--- src/rtl/tri_bus_arbiter_pkg.sv ---
// Shared types and constants for the tri-state bus arbiter.
// Defines the FSM state encoding, counter widths and a clog2 helper.
package tri_arb_pkg;

   localparam int unsigned HOLD_W = 8;
   localparam int unsigned TURN_W = 2;

   typedef enum logic [1:0] {
      ST_IDLE  = 2'd0,
      ST_GRANT = 2'd1,
      ST_TURN  = 2'd2
   } arb_state_e;

   // Minimum width is 1 so that a 1-entry index still has a bit
   function automatic int unsigned clog2(input int unsigned n);
      int unsigned w;
      w = 1;
      for (int unsigned i = 1; i < 32; i++) begin
         if ((32'd1 << i) < n) w = i + 1;
      end
      return w;
   endfunction

endpackage

--- src/rtl/tri_bus_arbiter_if.sv ---
// Request/grant bundle between requesters and the tri-state bus arbiter.
// TRI_BUS_ARB_LOCK_EN adds the lock input that suppresses tenure preemption.
interface tri_bus_arbiter_if #(
   parameter int unsigned N_REQ = 4
);

   localparam int unsigned OW = tri_arb_pkg::clog2(N_REQ);

   logic [N_REQ-1:0] req;
   logic [N_REQ-1:0] grant;
   logic [N_REQ-1:0] bus_en;
   logic [OW-1:0]    owner;
   logic             busy;
`ifdef TRI_BUS_ARB_LOCK_EN
   logic             lock;

   modport master (output req, output lock, input grant, input bus_en, input owner, input busy);
   modport slave  (input req, input lock, output grant, output bus_en, output owner, output busy);
`else
   modport master (output req, input grant, input bus_en, input owner, input busy);
   modport slave  (input req, output grant, output bus_en, output owner, output busy);
`endif

endinterface

--- src/rtl/tri_bus_arbiter_rr_pick.sv ---
// Combinational round-robin picker: first set request scanning upward
// from rr_ptr with wrap-around.
module rr_pick #(
   parameter int unsigned N_REQ = 4,
   parameter int unsigned IDX_W = 2
) (
   input  logic [N_REQ-1:0] req,
   input  logic [IDX_W-1:0] rr_ptr,
   output logic             valid,
   output logic [IDX_W-1:0] index,
   output logic [N_REQ-1:0] onehot
);

   int unsigned      pos;
   logic [IDX_W-1:0] pos_idx;

   always_comb begin
      valid   = 1'b0;
      index   = '0;
      onehot  = '0;
      pos     = 0;
      pos_idx = '0;
      for (int unsigned k = 0; k < N_REQ; k++) begin
         pos     = (32'(rr_ptr) + k) % N_REQ;
         pos_idx = IDX_W'(pos);
         if (!valid && req[pos_idx]) begin
            valid           = 1'b1;
            index           = pos_idx;
            onehot[pos_idx] = 1'b1;
         end
      end
   end

endmodule

--- src/rtl/tri_bus_arbiter.sv ---
// Round-robin arbiter for a shared tri-state bus with tenure cap and dead turnaround.
// Optional TRI_BUS_ARB_LOCK_EN: lock input holds off MAX_HOLD preemption.
module tri_bus_arbiter
   import tri_arb_pkg::*;
#(
   parameter int unsigned N_REQ    = 4,
   parameter int unsigned MAX_HOLD = 8,
   parameter int unsigned TURN_CYC = 1
) (
   input logic               clock,
   input logic               reset_b,
   tri_bus_arbiter_if.slave  bus
);

   localparam int unsigned IDX_W = clog2(N_REQ);

   arb_state_e        state_q,    state_d;
   logic [HOLD_W-1:0] hold_cnt_q, hold_cnt_d;
   logic [TURN_W-1:0] turn_cnt_q, turn_cnt_d;
   logic [IDX_W-1:0]  rr_ptr_q,   rr_ptr_d;
   logic [IDX_W-1:0]  owner_q,    owner_d;
   logic [N_REQ-1:0]  grant_q,    grant_d;
   logic              busy_q,     busy_d;

   logic              pick_valid;
   logic [IDX_W-1:0]  pick_index;
   logic [N_REQ-1:0]  pick_onehot;
   logic              lock_w;
   logic              owner_req;
   logic              at_max;

`ifdef TRI_BUS_ARB_LOCK_EN
   assign lock_w = bus.lock;
`else
   assign lock_w = 1'b0;
`endif

   assign owner_req = bus.req[owner_q];
   assign at_max    = (hold_cnt_q >= HOLD_W'(MAX_HOLD));

   rr_pick #(
      .N_REQ (N_REQ),
      .IDX_W (IDX_W)
   ) u_pick (
      .req    (bus.req),
      .rr_ptr (rr_ptr_q),
      .valid  (pick_valid),
      .index  (pick_index),
      .onehot (pick_onehot)
   );

   always_comb begin
      state_d    = state_q;
      hold_cnt_d = hold_cnt_q;
      turn_cnt_d = turn_cnt_q;
      rr_ptr_d   = rr_ptr_q;
      owner_d    = owner_q;
      grant_d    = grant_q;
      busy_d     = busy_q;
      case (state_q)
         ST_IDLE: begin
            if (pick_valid) begin
               state_d    = ST_GRANT;
               grant_d    = pick_onehot;
               owner_d    = pick_index;
               hold_cnt_d = HOLD_W'(1);
               busy_d     = 1'b1;
            end
         end
         ST_GRANT: begin
            // Lock only masks the preempt; hold_cnt then saturates at MAX_HOLD
            if (!owner_req || (at_max && !lock_w)) begin
               state_d    = ST_TURN;
               grant_d    = '0;
               turn_cnt_d = TURN_W'(1);
               rr_ptr_d   = (owner_q == IDX_W'(N_REQ - 1)) ? '0 : owner_q + IDX_W'(1);
            end else if (!at_max) begin
               hold_cnt_d = hold_cnt_q + HOLD_W'(1);
            end
         end
         ST_TURN: begin
            if (turn_cnt_q < TURN_W'(TURN_CYC)) begin
               turn_cnt_d = turn_cnt_q + TURN_W'(1);
            end else begin
               state_d = ST_IDLE;
               busy_d  = 1'b0;
            end
         end
         default: begin
            state_d = ST_IDLE;
            grant_d = '0;
            busy_d  = 1'b0;
         end
      endcase
   end

   always_ff @(posedge clock or negedge reset_b) begin
      if (!reset_b) begin
         state_q    <= ST_IDLE;
         hold_cnt_q <= '0;
         turn_cnt_q <= '0;
         rr_ptr_q   <= '0;
         owner_q    <= '0;
         grant_q    <= '0;
         busy_q     <= 1'b0;
      end else begin
         state_q    <= state_d;
         hold_cnt_q <= hold_cnt_d;
         turn_cnt_q <= turn_cnt_d;
         rr_ptr_q   <= rr_ptr_d;
         owner_q    <= owner_d;
         grant_q    <= grant_d;
         busy_q     <= busy_d;
      end
   end

   // grant_q is zero outside GRANT, so it doubles as the registered enable
   assign bus.grant  = grant_q;
   assign bus.bus_en = grant_q;
   assign bus.owner  = owner_q;
   assign bus.busy   = busy_q;

endmodule

--- src/flat_wrapper.sv ---
// flat-port wrapper written by rule: the top's interface ports become plain ports
module tri_bus_arbiter_flat import tri_arb_pkg::*;
#(
   parameter int unsigned N_REQ    = 4,
   parameter int unsigned MAX_HOLD = 8,
   parameter int unsigned TURN_CYC = 1
)
  (clock, reset_b, bus_req, bus_grant, bus_bus_en, bus_owner, bus_busy);
  tri_bus_arbiter_if #(.N_REQ(N_REQ)) bus_i ();
  input logic clock;
  input logic reset_b;
  input wire logic [$bits(bus_i.req)-1:0] bus_req;
  output wire logic [$bits(bus_i.grant)-1:0] bus_grant;
  output wire logic [$bits(bus_i.bus_en)-1:0] bus_bus_en;
  output wire logic [$bits(bus_i.owner)-1:0] bus_owner;
  output wire logic [$bits(bus_i.busy)-1:0] bus_busy;
  assign bus_i.req = bus_req;
  assign bus_grant = bus_i.grant;
  assign bus_bus_en = bus_i.bus_en;
  assign bus_owner = bus_i.owner;
  assign bus_busy = bus_i.busy;
  tri_bus_arbiter #(.N_REQ(N_REQ), .MAX_HOLD(MAX_HOLD), .TURN_CYC(TURN_CYC)) u_core (.clock(clock), .reset_b(reset_b), .bus(bus_i));
endmodule
--- config.mk ---
export PLATFORM = sky130hd
export DESIGN_NAME = tri_bus_arbiter_flat
export DESIGN_NICKNAME = d
export VERILOG_FILES = /design/src/rtl/tri_bus_arbiter_pkg.sv /design/src/rtl/tri_bus_arbiter_if.sv /design/src/rtl/tri_bus_arbiter_rr_pick.sv /design/src/rtl/tri_bus_arbiter.sv /design/src/flat_wrapper.sv
export SDC_FILE = /design/constraint.sdc
export NUM_CORES = 1
export LEC_CHECK = 0
export BUFFER_PORTS_ARGS = -buffer_cell sky130_fd_sc_hd__buf_2
export CAP_MARGIN = 20
export CORE_MARGIN = 1
export CORE_UTILIZATION = 50
export CTS_BUF_LIST = sky130_fd_sc_hd__clkbuf_2
export DETAILED_ROUTE_END_ITERATION = 8
export PLACE_DENSITY = 0.83
export SYNTH_ARGS = -nofsm -noshare
export SYNTH_HDL_FRONTEND = slang
export SYNTH_SLANG_ARGS = --single-unit
--- constraint.sdc ---
create_clock -name clock -period 2.3 [get_ports clock]
set_input_delay 0.23 -clock clock [delete_from_list [all_inputs] [get_ports clock]]
set_output_delay 0.23 -clock clock [all_outputs]
set_load 0.05 [all_outputs]
==> flow_metrics.tcl <==
set metrics [dict create \
    insertion_delay_ns 0.33 \
    seq_power_share_pct 27.5 \
    clock-skew-final_ns 0.0174 \
    synth_cells 157 \
    cts.path.max_buffers 2 \
    power_dens_cells_nw_per_um2 1280 \
    grt_setup_unrepaired "no" \
    tritoncts "done" \
    failed_checks "DRC" \
    stdcell_area_sq_um 1630 \
    timing_worst_setup_path_type "reg2reg" \
    run_status "finished, violations left" \
    synth-edff-count 0 \
    critPathMaxFanout 9 \
    cp-start-kind "flop" \
    ys.warnings.count 0 \
    drt_pass_1_iters 6 \
    slew_viol_final 0 \
    gr-usage-all-layers_pct 21.3 \
    placement.cell_area_sq_um 1600 \
    share_comb_of_total_power_pct 65.0 \
    cts_resized 0 \
    ys_seq_elements 21 \
    sequential_cell_area_sq_um 527 \
    ioPinCount 17 \
    globalRouteOverflowTotal 0 \
    required_ns 2.59 \
    drt-initial-drc-count 44 \
    cts_buffers 3 \
    finalWorstSetupSlack_ns 0.142 \
    worstPathArrival_ns 2.45 \
    power.leakage_nw 0.761 \
    post_synth_instance_area_sq_um 1530 \
    layout.cells.most_common "sky130_fd_sc_hd__dfrtp_1" \
    antenna_found_initial 0 \
    drc 2 \
    postSynthNetCount 174 \
    vias_per_cell 6.17 \
    switching_power_w 0.00109 \
    grt_first_pass_wirelength_mm 5.38 \
    cellInternalPower_w 0.00101 \
    post_synth_num_cell_types 47 \
    setup-violations-final 0 \
    dp_worst_setup_slack_ns 0.143 \
    portion_of_total_power_attributed_to_the_clock_network_pct 7.5 \
    multiInputGateArea_sq_um 863 \
    dpl.hpwl_mm 2.25 \
    cp_slowest_cell "sky130_fd_sc_hd__mux4_2" \
    fp.dieH_microns 57.4 \
    syn-mean-instance-area_sq_um 9.77 \
    drv_cap 0 \
    cts-htree-levels 1 \
    die_area_sq_um 3290 \
    worst_setup_path_end_kind "flop" \
    period_needed_ns 2.16 \
    synthArstFlopShare_pct 100 \
    timing.max_slew.rel_slack_pct 55.2 \
    timing.critical_path.slowest_cell_delay_ns 0.60 \
    path_clk_slew_ns 0.20 \
    fillCellCount 233 \
    placeableCoreArea_sq_um 2830 \
    drive_above_1_share_pct 21.9 \
    post-place-cells 194 \
    area_growth_from_synthesis_to_layout_pct 6.44 \
    synth_top_flop_cell "sky130_fd_sc_hd__dfrtp_1" \
    drt-wirelength-per-cell_microns 15.5 \
    nets 187 \
    effective_utilization_at_floorplan_pct 54.2 \
    ant_nets 0 \
    place_congestion 0.833 \
    crit_path_cells "inv_1 > ha_4 > mux4_2 > a211o_1 > a221o_1 > nand4_1" \
    timing_hold_violations_final 0 \
    finalCritPeriodShare_pct 93.8 \
    die-width_microns 57.4 \
    antenna_cells_inserted 0 \
    grt_max_degree 22 \
    tritoncts_num_sinks 21 \
    grt_pass1_vias 1197 \
    num_vias 1234 \
    power.switching_fraction_pct 52.0 \
    final.setup.tns_ns 0 \
    cts.root.buffer_cell "sky130_fd_sc_hd__clkbuf_2" \
    final_cell_count_no_fill 200 \
    hold_crit_class "in2async" \
    synth-seq-area-share_pct 34.3 \
    placement.io_buffers 16 \
    tightestPinTransition_ns 0.667 \
    layout_common_cells "sky130_fd_sc_hd__dfrtp_1 (20), sky130_fd_sc_hd__buf_2 (16), sky130_fd_sc_hd__inv_1 (15)" \
    maxClockFrequency_mhz 463 \
    wl_mm 3.09 \
    floorplan.rows 19 \
    finish.utilization_pct 57.7 \
    power.ir.vdd_worst_v 0.000667 \
]
[cells in the mapped netlist, types with 2 or more instances]
cell type	n	area share [%]
sky130_fd_sc_hd__a211o_1	5	2.9
sky130_fd_sc_hd__a21oi_1	10	3.3
sky130_fd_sc_hd__a221o_1	4	2.6
sky130_fd_sc_hd__and2_1	3	1.2
sky130_fd_sc_hd__buf_2	3	0.98
sky130_fd_sc_hd__buf_4	4	2.0
sky130_fd_sc_hd__buf_6	4	2.9
sky130_fd_sc_hd__clkbuf_1	2	0.49
sky130_fd_sc_hd__dfrtp_1	21	34
sky130_fd_sc_hd__ha_1	11	9.0
sky130_fd_sc_hd__inv_1	15	3.7
sky130_fd_sc_hd__mux2i_1	2	1.3
sky130_fd_sc_hd__nand2_1	10	2.4
sky130_fd_sc_hd__nand2b_1	2	0.82
sky130_fd_sc_hd__nand3_1	5	1.6
sky130_fd_sc_hd__nand3b_1	2	0.98
sky130_fd_sc_hd__nand4_1	5	2.0
sky130_fd_sc_hd__nor2_1	7	1.7
sky130_fd_sc_hd__nor3_1	5	1.6
sky130_fd_sc_hd__nor4_1	2	0.82
sky130_fd_sc_hd__o2111ai_1	5	2.9
sky130_fd_sc_hd__o21ai_0	3	0.98
sky130_fd_sc_hd__o21bai_1	2	0.98
sky130_fd_sc_hd__or2_2	2	0.82
[area by class of cell]
class | instances | share of cell area, %
inverters | 15 | 3.45
well taps | 31 | 2.38
clock buffers | 4 | 1.23
multi-input cells | 107 | 52.9
repair buffers | 22 | 7.82
flip-flops and latches | 21 | 32.3
[what timing repair did]
action / 4_1_cts / 5_1_grt
endpoints found under the hold margin: 21 / 0
setup buffers: 0 / 1
endpoints found under the setup margin: 0 / 1
hold buffers: 1 / 0
[worst max-delay path: cells and delay by family (launching register included)]
family                     cells  cell delay, ns
AOI/OAI and AO/OA              2            0.64
muxes                          1            0.60
DFF                            1            0.39
adders and majority gates      1            0.31
buffers and inverters          1            0.10
and+or+nand+nor                1            0.09
[cells by family after synthesis]
family	count (synthesis)	share of synthesized area (%)
simple gates	50	17.7
buf+inv	29	10.3
mux	6	6.85
fa+ha+maj	11	8.97
compound gates	40	21.9
flops	21	34.3
[per-layer routing]
metal | GRT usage, % | share of wire (%) | routed length, microns | vias up
met5 | 0 | 0 | 0 | -
met4 | 8.01 | 2.4 | 73 | 0
met3 | 4.99 | 4.5 | 140 | 8
met2 | 33.4 | 47 | 1460 | 36
met1 | 28.6 | 46 | 1420 | 587
li1 | - | - | - | 603
[stage by stage]
step                hold WS [ns]  total power, W
finish                     0.339         0.00209
global route               0.389         0.00225
CTS                        0.355         0.00206
detailed placement         0.207         0.00191
global placement           0.195         0.00184
floorplan                -0.0656         0.00168
[worst paths after layout]
check                                       end                 start  slack, ns  cells after the start
setup / recovery           u_core.bus.bus_en[2]    u_core.rr_ptr_q[0]       0.14                      6
hold / removal             u_core.bus.bus_en[1]               reset_b       0.34                      2
setup reg to reg           u_core.bus.bus_en[2]    u_core.rr_ptr_q[0]       0.14                      6
hold reg to reg            u_core.turn_cnt_q[0]  u_core.turn_cnt_q[0]       0.49                      1
max in group asynchronous    u_core.rr_ptr_q[0]               reset_b       1.60                      2
min in group clock          u_core.bus.owner[0]            bus_req[1]       0.39                      3
[power by group through the flow]
stage               registers, W  logic [W]  clock network, W
detailed placement      0.000582    0.00132                 0
finish                  0.000575    0.00136          0.000158
global route            0.000594    0.00148          0.000174
floorplan               0.000743   0.000937                 0
global placement        0.000573    0.00127                 0
CTS                     0.000574    0.00133          0.000162
[state kept, by name (all words and copies together) (netlist names)]
name               flops
u_core.bus.owner       2
u_core.bus.busy        1
u_core.bus.bus_en      4
u_core.state_q         2
u_core.turn_cnt_q      2
u_core.hold_cnt_q      8
u_core.rr_ptr_q        2
Note: power is estimated with default switching activity, not from simulation.
